===== config.mk =====
export PLATFORM = sky130hd
export DESIGN_NAME = axi_read_arbiter
export DESIGN_NICKNAME = d
export VERILOG_FILES = /design/src/rtl/rd_arb_pkg.sv /design/src/rtl/rr_arbiter.sv /design/src/rtl/axi_read_arbiter.sv
export SDC_FILE = /design/constraint.sdc
export NUM_CORES = 1
export LEC_CHECK = 0
export CAP_MARGIN = 20
export CORE_ASPECT_RATIO = 2
export CORE_MARGIN = 2
export CORE_UTILIZATION = 35
export CTS_CLUSTER_SIZE = 40
export DETAILED_ROUTE_END_ITERATION = 8
export HOLD_SLACK_MARGIN = 0.05
export PLACE_DENSITY = 0.62
export SETUP_SLACK_MARGIN = 0.5
export SLEW_MARGIN = 20
export SYNTH_ARGS = -nofsm -noshare
export SYNTH_HDL_FRONTEND = slang
export SYNTH_SLANG_ARGS = --single-unit

===== constraint.sdc =====
create_clock -name clk -period 2 [get_ports clk]
set_clock_uncertainty 0.1 [all_clocks]
set_input_delay 0.4 -clock clk [delete_from_list [all_inputs] [get_ports clk]]
set_output_delay 0.4 -clock clk [all_outputs]
set_load 0.01 [all_outputs]

===== src/rtl/rd_arb_pkg.sv =====
// Shared types and constants for the AXI read-command arbiter.
// - arb_state_t / IDLE, ISSUE, BURST : arbiter FSM encoding
// - AXI_BURST_* : AXI read burst-type encodings
// - rr_next() : circular successor of a requester index
package rd_arb_pkg;

  typedef logic [1:0] arb_state_t;

  localparam arb_state_t IDLE  = 2'd0;
  localparam arb_state_t ISSUE = 2'd1;
  localparam arb_state_t BURST = 2'd2;

  localparam logic [1:0] AXI_BURST_FIXED = 2'b00;
  localparam logic [1:0] AXI_BURST_INCR  = 2'b01;
  localparam logic [1:0] AXI_BURST_WRAP  = 2'b10;

  // Circular successor of idx among n requesters.
  function automatic int unsigned rr_next(input int unsigned idx, input int unsigned n);
    return (idx + 1 >= n) ? 0 : idx + 1;
  endfunction

endpackage


===== src/rtl/rr_arbiter.sv =====
// Combinational round-robin picker.
// Ports:
//   pending_i  : requesters with a burst waiting
//   ptr_i      : highest-priority index this round
//   gnt_o      : one-hot grant (first pending at or after ptr_i, circular)
//   gnt_idx_o  : binary index of the grant
//   gnt_vld_o  : any pending requester found
module rr_arbiter #(
  parameter int unsigned NUM_REQ = 2
) (
  input  logic [NUM_REQ-1:0]         pending_i,
  input  logic [$clog2(NUM_REQ)-1:0] ptr_i,
  output logic [NUM_REQ-1:0]         gnt_o,
  output logic [$clog2(NUM_REQ)-1:0] gnt_idx_o,
  output logic                       gnt_vld_o
);
  localparam int unsigned PtrW = $clog2(NUM_REQ);

  always_comb begin
    logic [PtrW-1:0] idx;
    idx       = '0;
    gnt_o     = '0;
    gnt_idx_o = '0;
    gnt_vld_o = 1'b0;
    for (int unsigned k = 0; k < NUM_REQ; k++) begin
      idx = PtrW'((32'(ptr_i) + k) % NUM_REQ);
      if (!gnt_vld_o && pending_i[idx]) begin
        gnt_o[idx] = 1'b1;
        gnt_idx_o  = idx;
        gnt_vld_o  = 1'b1;
      end
    end
  end

endmodule


===== src/rtl/axi_read_arbiter.sv =====
// Shares one AXI burst-read command port among NUM_REQ readers.
// Each requester owns a one-deep pending slot; slots are granted round-robin, a one-cycle
// start_read_o is issued with the slot's fields, R-channel valid/last are routed to the owner
// and ownership is released on the accepted last beat.
// Ports:
//   clk, rst_n                  : clock, async active-low reset
//   req_start_read_i / req_read_*_i : per-requester command pulse and packed fields
//   req_busy_o, req_rvalid_o, req_rlast_o, req_done_o, req_overflow_o : per-requester status
//   start_read_o, read_*_o      : command to the burst master
//   rvalid_i, rready_i, rlast_i : monitored R channel
//   wdog_err_o                  : sticky watchdog error
// Optional: define RD_ARB_WDOG_EN to add a BURST watchdog (WDOG_CYCLES) that force-releases the
// owner when no beat arrives in time; otherwise wdog_err_o is tied 0.
module axi_read_arbiter
  import rd_arb_pkg::*;
#(
  parameter int unsigned NUM_REQ    = 2,
  parameter int unsigned ADDR_WIDTH = 32,
  parameter int unsigned LEN_WIDTH  = 32
`ifdef RD_ARB_WDOG_EN
  ,
  parameter int unsigned WDOG_CYCLES = 1024
`endif
) (
  input  logic                          clk,
  input  logic                          rst_n,
  input  logic [NUM_REQ-1:0]            req_start_read_i,
  input  logic [NUM_REQ*ADDR_WIDTH-1:0] req_read_addr_i,
  input  logic [NUM_REQ*LEN_WIDTH-1:0]  req_read_len_i,
  input  logic [NUM_REQ*3-1:0]          req_read_size_i,
  input  logic [NUM_REQ*2-1:0]          req_read_burst_i,
  output logic [NUM_REQ-1:0]            req_busy_o,
  output logic [NUM_REQ-1:0]            req_rvalid_o,
  output logic [NUM_REQ-1:0]            req_rlast_o,
  output logic [NUM_REQ-1:0]            req_done_o,
  output logic                          start_read_o,
  output logic [ADDR_WIDTH-1:0]         read_addr_o,
  output logic [LEN_WIDTH-1:0]          read_len_o,
  output logic [2:0]                    read_size_o,
  output logic [1:0]                    read_burst_o,
  input  logic                          rvalid_i,
  input  logic                          rready_i,
  input  logic                          rlast_i,
  output logic [NUM_REQ-1:0]            req_overflow_o,
  output logic                          wdog_err_o
);
  localparam int unsigned PtrW = $clog2(NUM_REQ);

  typedef struct packed {
    logic [ADDR_WIDTH-1:0] addr;
    logic [LEN_WIDTH-1:0]  len;
    logic [2:0]            size;
    logic [1:0]            burst;
  } cmd_t;

  arb_state_t         state_q, state_d;
  logic [PtrW-1:0]    owner_q, owner_d;
  logic [PtrW-1:0]    rr_q, rr_d;
  logic [NUM_REQ-1:0] valid_q, valid_d;
  logic [NUM_REQ-1:0] done_q, done_d;
  logic [NUM_REQ-1:0] ovf_q, ovf_d;
  logic [NUM_REQ-1:0] accept;
  cmd_t               cmd_q [NUM_REQ];

  logic [NUM_REQ-1:0] gnt;
  logic [PtrW-1:0]    gnt_idx;
  logic               gnt_vld;
  logic               beat;
  logic               wdog_fire;
  logic               release_w;

  // In IDLE nothing is in flight, so every valid slot is a pending request.
  rr_arbiter #(
    .NUM_REQ (NUM_REQ)
  ) u_rr (
    .pending_i (valid_q),
    .ptr_i     (rr_q),
    .gnt_o     (gnt),
    .gnt_idx_o (gnt_idx),
    .gnt_vld_o (gnt_vld)
  );

  assign beat      = rvalid_i & rready_i;
  assign release_w = (state_q == BURST) && ((beat && rlast_i) || wdog_fire);

  always_comb begin
    state_d = state_q;
    owner_d = owner_q;
    rr_d    = rr_q;
    valid_d = valid_q;
    done_d  = '0;
    ovf_d   = ovf_q;
    accept  = '0;
    for (int unsigned i = 0; i < NUM_REQ; i++) begin
      // The owner's slot frees on the release edge, so a re-request then is accepted.
      if (req_start_read_i[i]) begin
        if (!valid_q[i] || (release_w && owner_q == PtrW'(i))) accept[i] = 1'b1;
        else                                                    ovf_d[i]  = 1'b1;
      end
      if (release_w && owner_q == PtrW'(i)) begin
        done_d[i]  = 1'b1;
        valid_d[i] = 1'b0;
      end
      if (accept[i]) valid_d[i] = 1'b1;
    end
    case (state_q)
      IDLE: begin
        if (gnt_vld) begin
          owner_d = gnt_idx;
          state_d = ISSUE;
        end
      end
      ISSUE: state_d = BURST;
      BURST: begin
        if (release_w) begin
          rr_d    = PtrW'(rr_next(32'(owner_q), NUM_REQ));
          state_d = IDLE;
        end
      end
      default: state_d = IDLE;
    endcase
  end

  always_ff @(posedge clk or negedge rst_n) begin
    if (!rst_n) begin
      state_q <= IDLE;
      owner_q <= '0;
      rr_q    <= '0;
      valid_q <= '0;
      done_q  <= '0;
      ovf_q   <= '0;
      for (int unsigned i = 0; i < NUM_REQ; i++) cmd_q[i] <= '0;
    end else begin
      state_q <= state_d;
      owner_q <= owner_d;
      rr_q    <= rr_d;
      valid_q <= valid_d;
      done_q  <= done_d;
      ovf_q   <= ovf_d;
      for (int unsigned i = 0; i < NUM_REQ; i++) begin
        if (accept[i]) begin
          cmd_q[i].addr  <= req_read_addr_i[i*ADDR_WIDTH +: ADDR_WIDTH];
          cmd_q[i].len   <= req_read_len_i[i*LEN_WIDTH +: LEN_WIDTH];
          cmd_q[i].size  <= req_read_size_i[i*3 +: 3];
          cmd_q[i].burst <= req_read_burst_i[i*2 +: 2];
        end
      end
    end
  end

  always_comb begin
    start_read_o = 1'b0;
    read_addr_o  = '0;
    read_len_o   = '0;
    read_size_o  = '0;
    read_burst_o = '0;
    if (state_q == ISSUE) begin
      start_read_o = 1'b1;
      read_addr_o  = cmd_q[owner_q].addr;
      read_len_o   = cmd_q[owner_q].len;
      read_size_o  = cmd_q[owner_q].size;
      read_burst_o = cmd_q[owner_q].burst;
    end
  end

  always_comb begin
    req_rvalid_o = '0;
    req_rlast_o  = '0;
    for (int unsigned i = 0; i < NUM_REQ; i++) begin
      if (state_q == BURST && owner_q == PtrW'(i)) begin
        req_rvalid_o[i] = rvalid_i;
        req_rlast_o[i]  = rlast_i;
      end
    end
  end

  assign req_busy_o     = valid_q;
  assign req_done_o     = done_q;
  assign req_overflow_o = ovf_q;

`ifdef RD_ARB_WDOG_EN
  localparam int unsigned WdogW = $clog2(WDOG_CYCLES + 1);

  logic [WdogW-1:0] wdog_cnt_q, wdog_cnt_d;
  logic             wdog_err_q;

  // Fires in the WDOG_CYCLES-th consecutive beat-less BURST cycle.
  assign wdog_fire = (state_q == BURST) && !beat && (wdog_cnt_q == WdogW'(WDOG_CYCLES - 1));

  always_comb begin
    wdog_cnt_d = wdog_cnt_q + 1'b1;
    if (state_q != BURST || beat || wdog_fire) wdog_cnt_d = '0;
  end

  always_ff @(posedge clk or negedge rst_n) begin
    if (!rst_n) begin
      wdog_cnt_q <= '0;
      wdog_err_q <= 1'b0;
    end else begin
      wdog_cnt_q <= wdog_cnt_d;
      if (wdog_fire) wdog_err_q <= 1'b1;
    end
  end

  assign wdog_err_o = wdog_err_q;
`else
  assign wdog_fire  = 1'b0;
  assign wdog_err_o = 1'b0;
`endif

endmodule


# --- Word level (Yosys, flattened, before mapping) ---
# Cells that the tools add are included.
word_totals:
  reg_bits: 148
  input_bits: 145
  out_inout_bits: 81
  elab_cells: 85
op_classes:
  addsub: 2
  n_lt_le_gt_ge: 4
  eq_ne: 4
  n_mux: 34
  bitwise_logic: 5
  reduce_logical: 20
ops:
  columns: ["operator", "n"]
  rows:
  - ["$mux W69", 3]
  - ["$mux W32", 2]
  - ["$mux W1", 24]
  - ["$reduce_and A2 Y1", 5]
  - ["$logic_and A1 B1 Y1", 7]
  - ["$mux W2", 3]
  - ["$pmux W2 S3", 1]
  - ["$ge A2 B2 Y1 const B", 2]
  - ["$lt A1 B2 Y1 const B", 2]
  - ["$ne A2 B2 Y1 const B", 2]
  - ["$reduce_bool A2 Y1", 2]
  - ["$logic_not A1 Y1", 3]
  - ["$mux W3", 1]
  - ["$not A1 Y1", 3]
  - ["$add A1 B1 Y2 const B", 1]
  - ["$eq A2 B1 Y1 const B", 1]
  - ["$eq A2 B2 Y1 const B", 1]
  - ["$logic_not A2 Y1", 1]
  - ["$logic_or A1 B1 Y1", 2]
  - ["$not A1 Y2", 1]
  - ["$add A1 B1 Y1 const B", 1]
  - ["$and A1 B1 Y1", 1]

# --- Logic depth before layout (Yosys ltp) ---
depth:
  ltp_word: 8
  depth_mapped: 7
  mapped_depth_nobuf: 3

# --- Modules after synthesis ---
# A second synthesis with hierarchy kept.
hier_totals:
  cells_unflattened: 492
  area_unflattened_um2: 6621.4
modules_own_cells:
  columns: ["module", "n_inst", "cells_per_inst", "area_each_um2", "seq_area_each_um2"]
  rows:
  - ["axi_read_arbiter", 1, 487, 6588.8, 3703.6]
  - ["rr_arbiter", 1, 5, 32.5, 0.0]

# --- Worst setup path after synthesis ---
# Ideal clock, no wire load.
synth_path:
  path_kind: "input port to flip-flop"
  startpoint: "input port req_start_read_i[0]"
  endpoint: "register cmd_q[127] (netlist bit)"
  setup_time_ns: 0.120
  t_arrival_ns: 1.383
  t_required_ns: 1.780
  path_slack_ns: 0.398
  stages: 6
  path_buffers: 3
  path_cell_list: "buf_2 nand3b_2 buf_2 buf_2 o211a_1 a31o_1"
synth_via:
  elab_chain_cells: 1
synth_rtl:
  columns: ["item", "line", "text"]
  rows:
  - ["start, declared", "axi_read_arbiter.sv:27", "input logic [NUM_REQ-1:0] req_start_read_i,"]
  - ["$mux W1", "axi_read_arbiter.sv:96", "if (req_start_read_i[i]) begin"]
  - ["end, declared", "axi_read_arbiter.sv:63", "cmd_t cmd_q [NUM_REQ];"]
# No other way between the ends.
# A chain may end at the register's enable or synchronous reset.

# --- Worst setup path after layout ---
layout_path:
  startpoint: "register owner_q"
  endpoint: "output port read_len_o[29]"
layout_via:
  elab_chain_cells: 5
layout_rtl:
  columns: ["item", "line", "text"]
  rows:
  - ["start, declared", "axi_read_arbiter.sv:57", "logic [PtrW-1:0] owner_q, owner_d;"]
  - ["start signal, assigned", "axi_read_arbiter.sv:135", "owner_q <= owner_d;"]
  - ["$not A1 Y2 (not written as such)", "axi_read_arbiter.sv:160", "read_len_o = cmd_q[owner_q].len;"]
  - ["$mux W69 (3 in series)", null, null]
  - ["$mux W32", "axi_read_arbiter.sv:157", "if (state_q == ISSUE) begin"]
  - ["end, declared", "axi_read_arbiter.sv:38", "output logic [LEN_WIDTH-1:0] read_len_o,"]
# No other way between the ends. The select of a mux whose other input is x is not followed.

==> results.md <==
Setup path:
- At the worst endpoint, the arrival time is 1.69 ns.
- Measured in cells, the most critical reg-to-reg path has a length of 8.
- STA classifies the critical path endpoint as an output port.
- The category of the worst setup path launch point is a flip-flop.
- The destination of the worst register-to-register timing path is cmd_q[108]$_DFFE_PN0P_.
- The start of the worst register-to-register path is owner_q$_DFFE_PN0P_.
- The type of the worst setup path is flip-flop to output port.
- The setup slack of the most critical reg-to-reg path is -0.12 ns.
- The required time at the worst-slack endpoint is about 1.5 ns.
- The maximum fanout count along the critical path is 8.

Yosys:
- In this run the cell area of the synthesized design comes to 7910 um^2.
- The dominant synthesized flop cell is dfrtp_1.
- By count the netlist is led by dfrtp_1, o211a_1, a31o_1, nor2_1, mux2i_1.
- By area the synthesized netlist is led by dfrtp_1, o211a_1, mux2i_1.
- Yosys printed 0 warnings.
- The number of distinct standard cells referenced by the synthesized netlist is 25.
- The most used standard cell by instance count after synthesis is dfrtp_1.
- The biggest area contributor in the post-synthesis netlist is dfrtp_1.
- The synthesized netlist net count is approximately 840.
- Each instance of the synthesized netlist takes up on average 11.45 um^2.
- Synthesis produced a netlist whose cell count is 691.
- The number of flops mapped to enable cells by yosys is 0.
- The fraction of synthesis flops using an asynchronous set or reset pin is between 90% and 100%.
- Counting flops and latches in the post-synthesis netlist gives roughly 150.
- Of the post-synthesis cell area, the dominant cell type holds 46.82%.
- The fraction of the yosys area taken by sequential cells is a little under half.

Cells and area:
- In the final layout, the share of cells above drive strength 1 is between 40% and 50%.
- After the last flow step, the layout net total stands at about 1.1k.
- The area of all placed cells without fillers is between 10000 and 15000 um^2.
- The area growth from synthesis to final layout is 57.09%.

Route:
- The routed layout has 7159 vias.
- For this run, the detailed router's first-pass iteration total came to 4.
- The amount of wire on met3 after detailed routing is around 1500 um.
- The DRC violation count after routing is 0.
- In the final routed layout, each cell accounts on average for around 25 um.
- The number of vias per cell is just under 6.
- The wire length on met1 is 10790 um.
- The routed design has 30150 um of wire.
- The top routing layer in use is met4.
- For this block, the initial DRC count from the detailed router was ~400.
- The total met2 wirelength after detailed routing is 16550 um.
- The detail route stage leaves a number of antenna-violating nets equal to 0.

Pwr:
- The largest vdd supply drop is 640.7 uV.
- The analysis attributes to cell leakage a power of between 6 and 7 nW.
- The power density over the cells is between 1000 and 1500 nW/um^2.

Status:
- The run finished, with violations left.
- The checks that failed: negative setup slack.

GRT:
- The initial antenna violation count was 2.
- Entering global routing, the biggest net connects 64 pins.
- The first global-routing pass estimated between 40000 and 50000 um of wire.
- The total congestion overflow is 0.
- The number of global-route vias before repair was 7514.
- The global routing usage summed across all routing layers is between 20% and 30%.

STA:
- The final max-slew violation count is 0.
- In the post-route analysis, the smallest setup slack over all paths is -0.1937 ns.
- Setup violations remaining at the end of the flow were counted as around 140.
- The number of failing hold endpoints at the final stage is 0.
- The worst path uses 109.7% of the clock period.
- The worst path in the final design needs a cycle of 2.194 ns, including I/O delays and setup.
- Setup repair after global routing could not meet its margin everywhere.
- The hold slack is 0.3227 ns.
- For this run, the top clock speed supported by timing is approximately 0.46 GHz.

Clocking:
- The CTS tree is built.
- The clock passes through at most 2 buffers.
- After clock tree synthesis, the clock-pin slew on the worst setup and hold paths is 0.06 ns.
- The count of H-tree levels built during CTS is 4.
- The root buffer cell chosen for the clock tree is clkbuf_16.
- For the worst-skew pair, the clock arrives at the later sink with an insertion delay of roughly 0.42 ns.
- The clock net sink count is 148.
- Buffers inserted during clock tree synthesis total 17.

Placement:
- The placed wire-length estimate after detailed placement is around 18000 um.
- The count of buffers from port buffering is about 220.
- The placed instance area is roughly 11000 um^2.
- Routability-driven placement finished with a final weighted congestion of approximately 0.84.

Die:
- The die outline width is ~110 um.
- Once the floorplan was initialized, standard cells occupied between 30% and 40% of the core.
- The area of the die is about 24000 um^2.
- Pin placement for this block handled roughly 230 I/O pins.
- In this run the vertical extent of the chip is around 220 um.
- The core region is ~22000 um^2.
- Row generation in the floorplan step produced between 70 and 80 rows.

Run:
- Across the run, the number of max-cap violations was 0.

Worst hold path:
- The path class of the lowest-slack min-delay path is input port to asynchronous set/reset pin.
[per-stage QoR]
step / worst slack (ns) / utilization, % / TNS [ns] / total power, W / instances
detailed placement: -0.1699 / 49.12 / -22.23 / 0.01305 / 1145
global route: -0.2287 / 56.08 / -21.05 / 0.01947 / 1225
finish: -0.1937 / 56.08 / -14.93 / 0.01860 / 1225
global placement: -0.1674 / 49.12 / -21.55 / 0.01277 / 1145
CTS: -0.2031 / 53.55 / -14.65 / 0.01778 / 1199
floorplan: 0.4205 / - / 0 / 0.01014 / 691
[flip-flops by register name (all words and copies together) (netlist names)]
| register | count |
|---|---|
| req_busy_o | 2 |
| req_overflow_o | 2 |
| rr_q | 1 |
| req_done_o | 2 |
| state_q | 2 |
| cmd_q | 138 |
| owner_q | 1 |
[layout by cell type, fill, tap and decap left out, drive strengths merged]
cell type / n
dfrtp: 148
nand3: 1
o211a: 138
o21ai: 4
clkdlybuf4s50: 141
inv: 4
a31oi: 1
a21oi: 1
dlymetal6s2s: 2
mux2i: 69
nand2: 6
clkinvlp: 1
a31o: 138
a311o: 1
bufinv: 7
nand3b: 1
conb: 1
diode: 2
o21bai: 2
nand4b: 1
dlygate4sd3: 1
buf: 165
o21a: 1
nand2b: 5
nor2: 76
clkinv: 2
clkbuf: 30
[cell families after synthesis]
kind of cell,after synthesis,synth area share [%]
buf+inv,97,6.090
mux,69,8.731
simple gates,90,4.666
compound gates,286,33.64
other cells,1,0.04741
flops,148,46.82
[layout make-up]
class | count | area [um^2]
inverters | 4 | 15.01
diodes | 2 | 5.005
flip-flops and latches | 148 | 3710
multi-input cells | 446 | 4232
fillers | 1892 | 9733
clock buffers | 20 | 456.7
clock inverters | 10 | 227.7
well taps | 276 | 345.3
repair buffers | 319 | 3435
[critical path, cell delays in order, from the launching register on]
cell     delay, ns
dfrtp_4       0.52
buf_12        0.17
buf_16        0.16
mux2i_4       0.18
nor2_2        0.10
buf_2         0.14
[report_power, final]
group / leakage, nW / total (W) / internal, W / switching [W]
registers: 1.84 / 0.00553 / 0.00442 / 0.00111
logic: 3.92 / 0.00929 / 0.00536 / 0.00393
clock network: 0.332 / 0.00377 / 0.00252 / 0.00125
total: 6.09 / 0.0186 / 0.0123 / 0.00629
[timing repair]
action / 4_1_cts / 5_1_grt
hold buffers: 1 / 0
endpoints found under the setup margin: 223 / 221
gates cloned: 10 / 10
endpoints found under the hold margin: 25 / 0
resized for setup: 368 / 61
pin swaps: 25 / 27
buffers inserted: 13 / 14
[worst max-delay path by stage]
stage                            from                     end
4_1_cts           owner_q$_DFFE_PN0P_           read_len_o[9]
3_3_place_gp      owner_q$_DFFE_PN0P_          read_addr_o[7]
3_5_place_dp      owner_q$_DFFE_PN0P_           read_len_o[9]
5_1_grt           owner_q$_DFFE_PN0P_          read_len_o[29]
2_1_floorplan  state_q[0]$_DFFE_PN0P_  cmd_q[130]$_DFFE_PN0P_
6_report          owner_q$_DFFE_PN0P_          read_len_o[29]
[per-layer routing]
metal,global-route usage (%),vias up
li1,-,3151
met1,27.16,3655
met2,42.97,291
met3,3.549,62
met4,11.92,0
met5,0,-
Note: power is estimated with default switching activity, not from simulation.
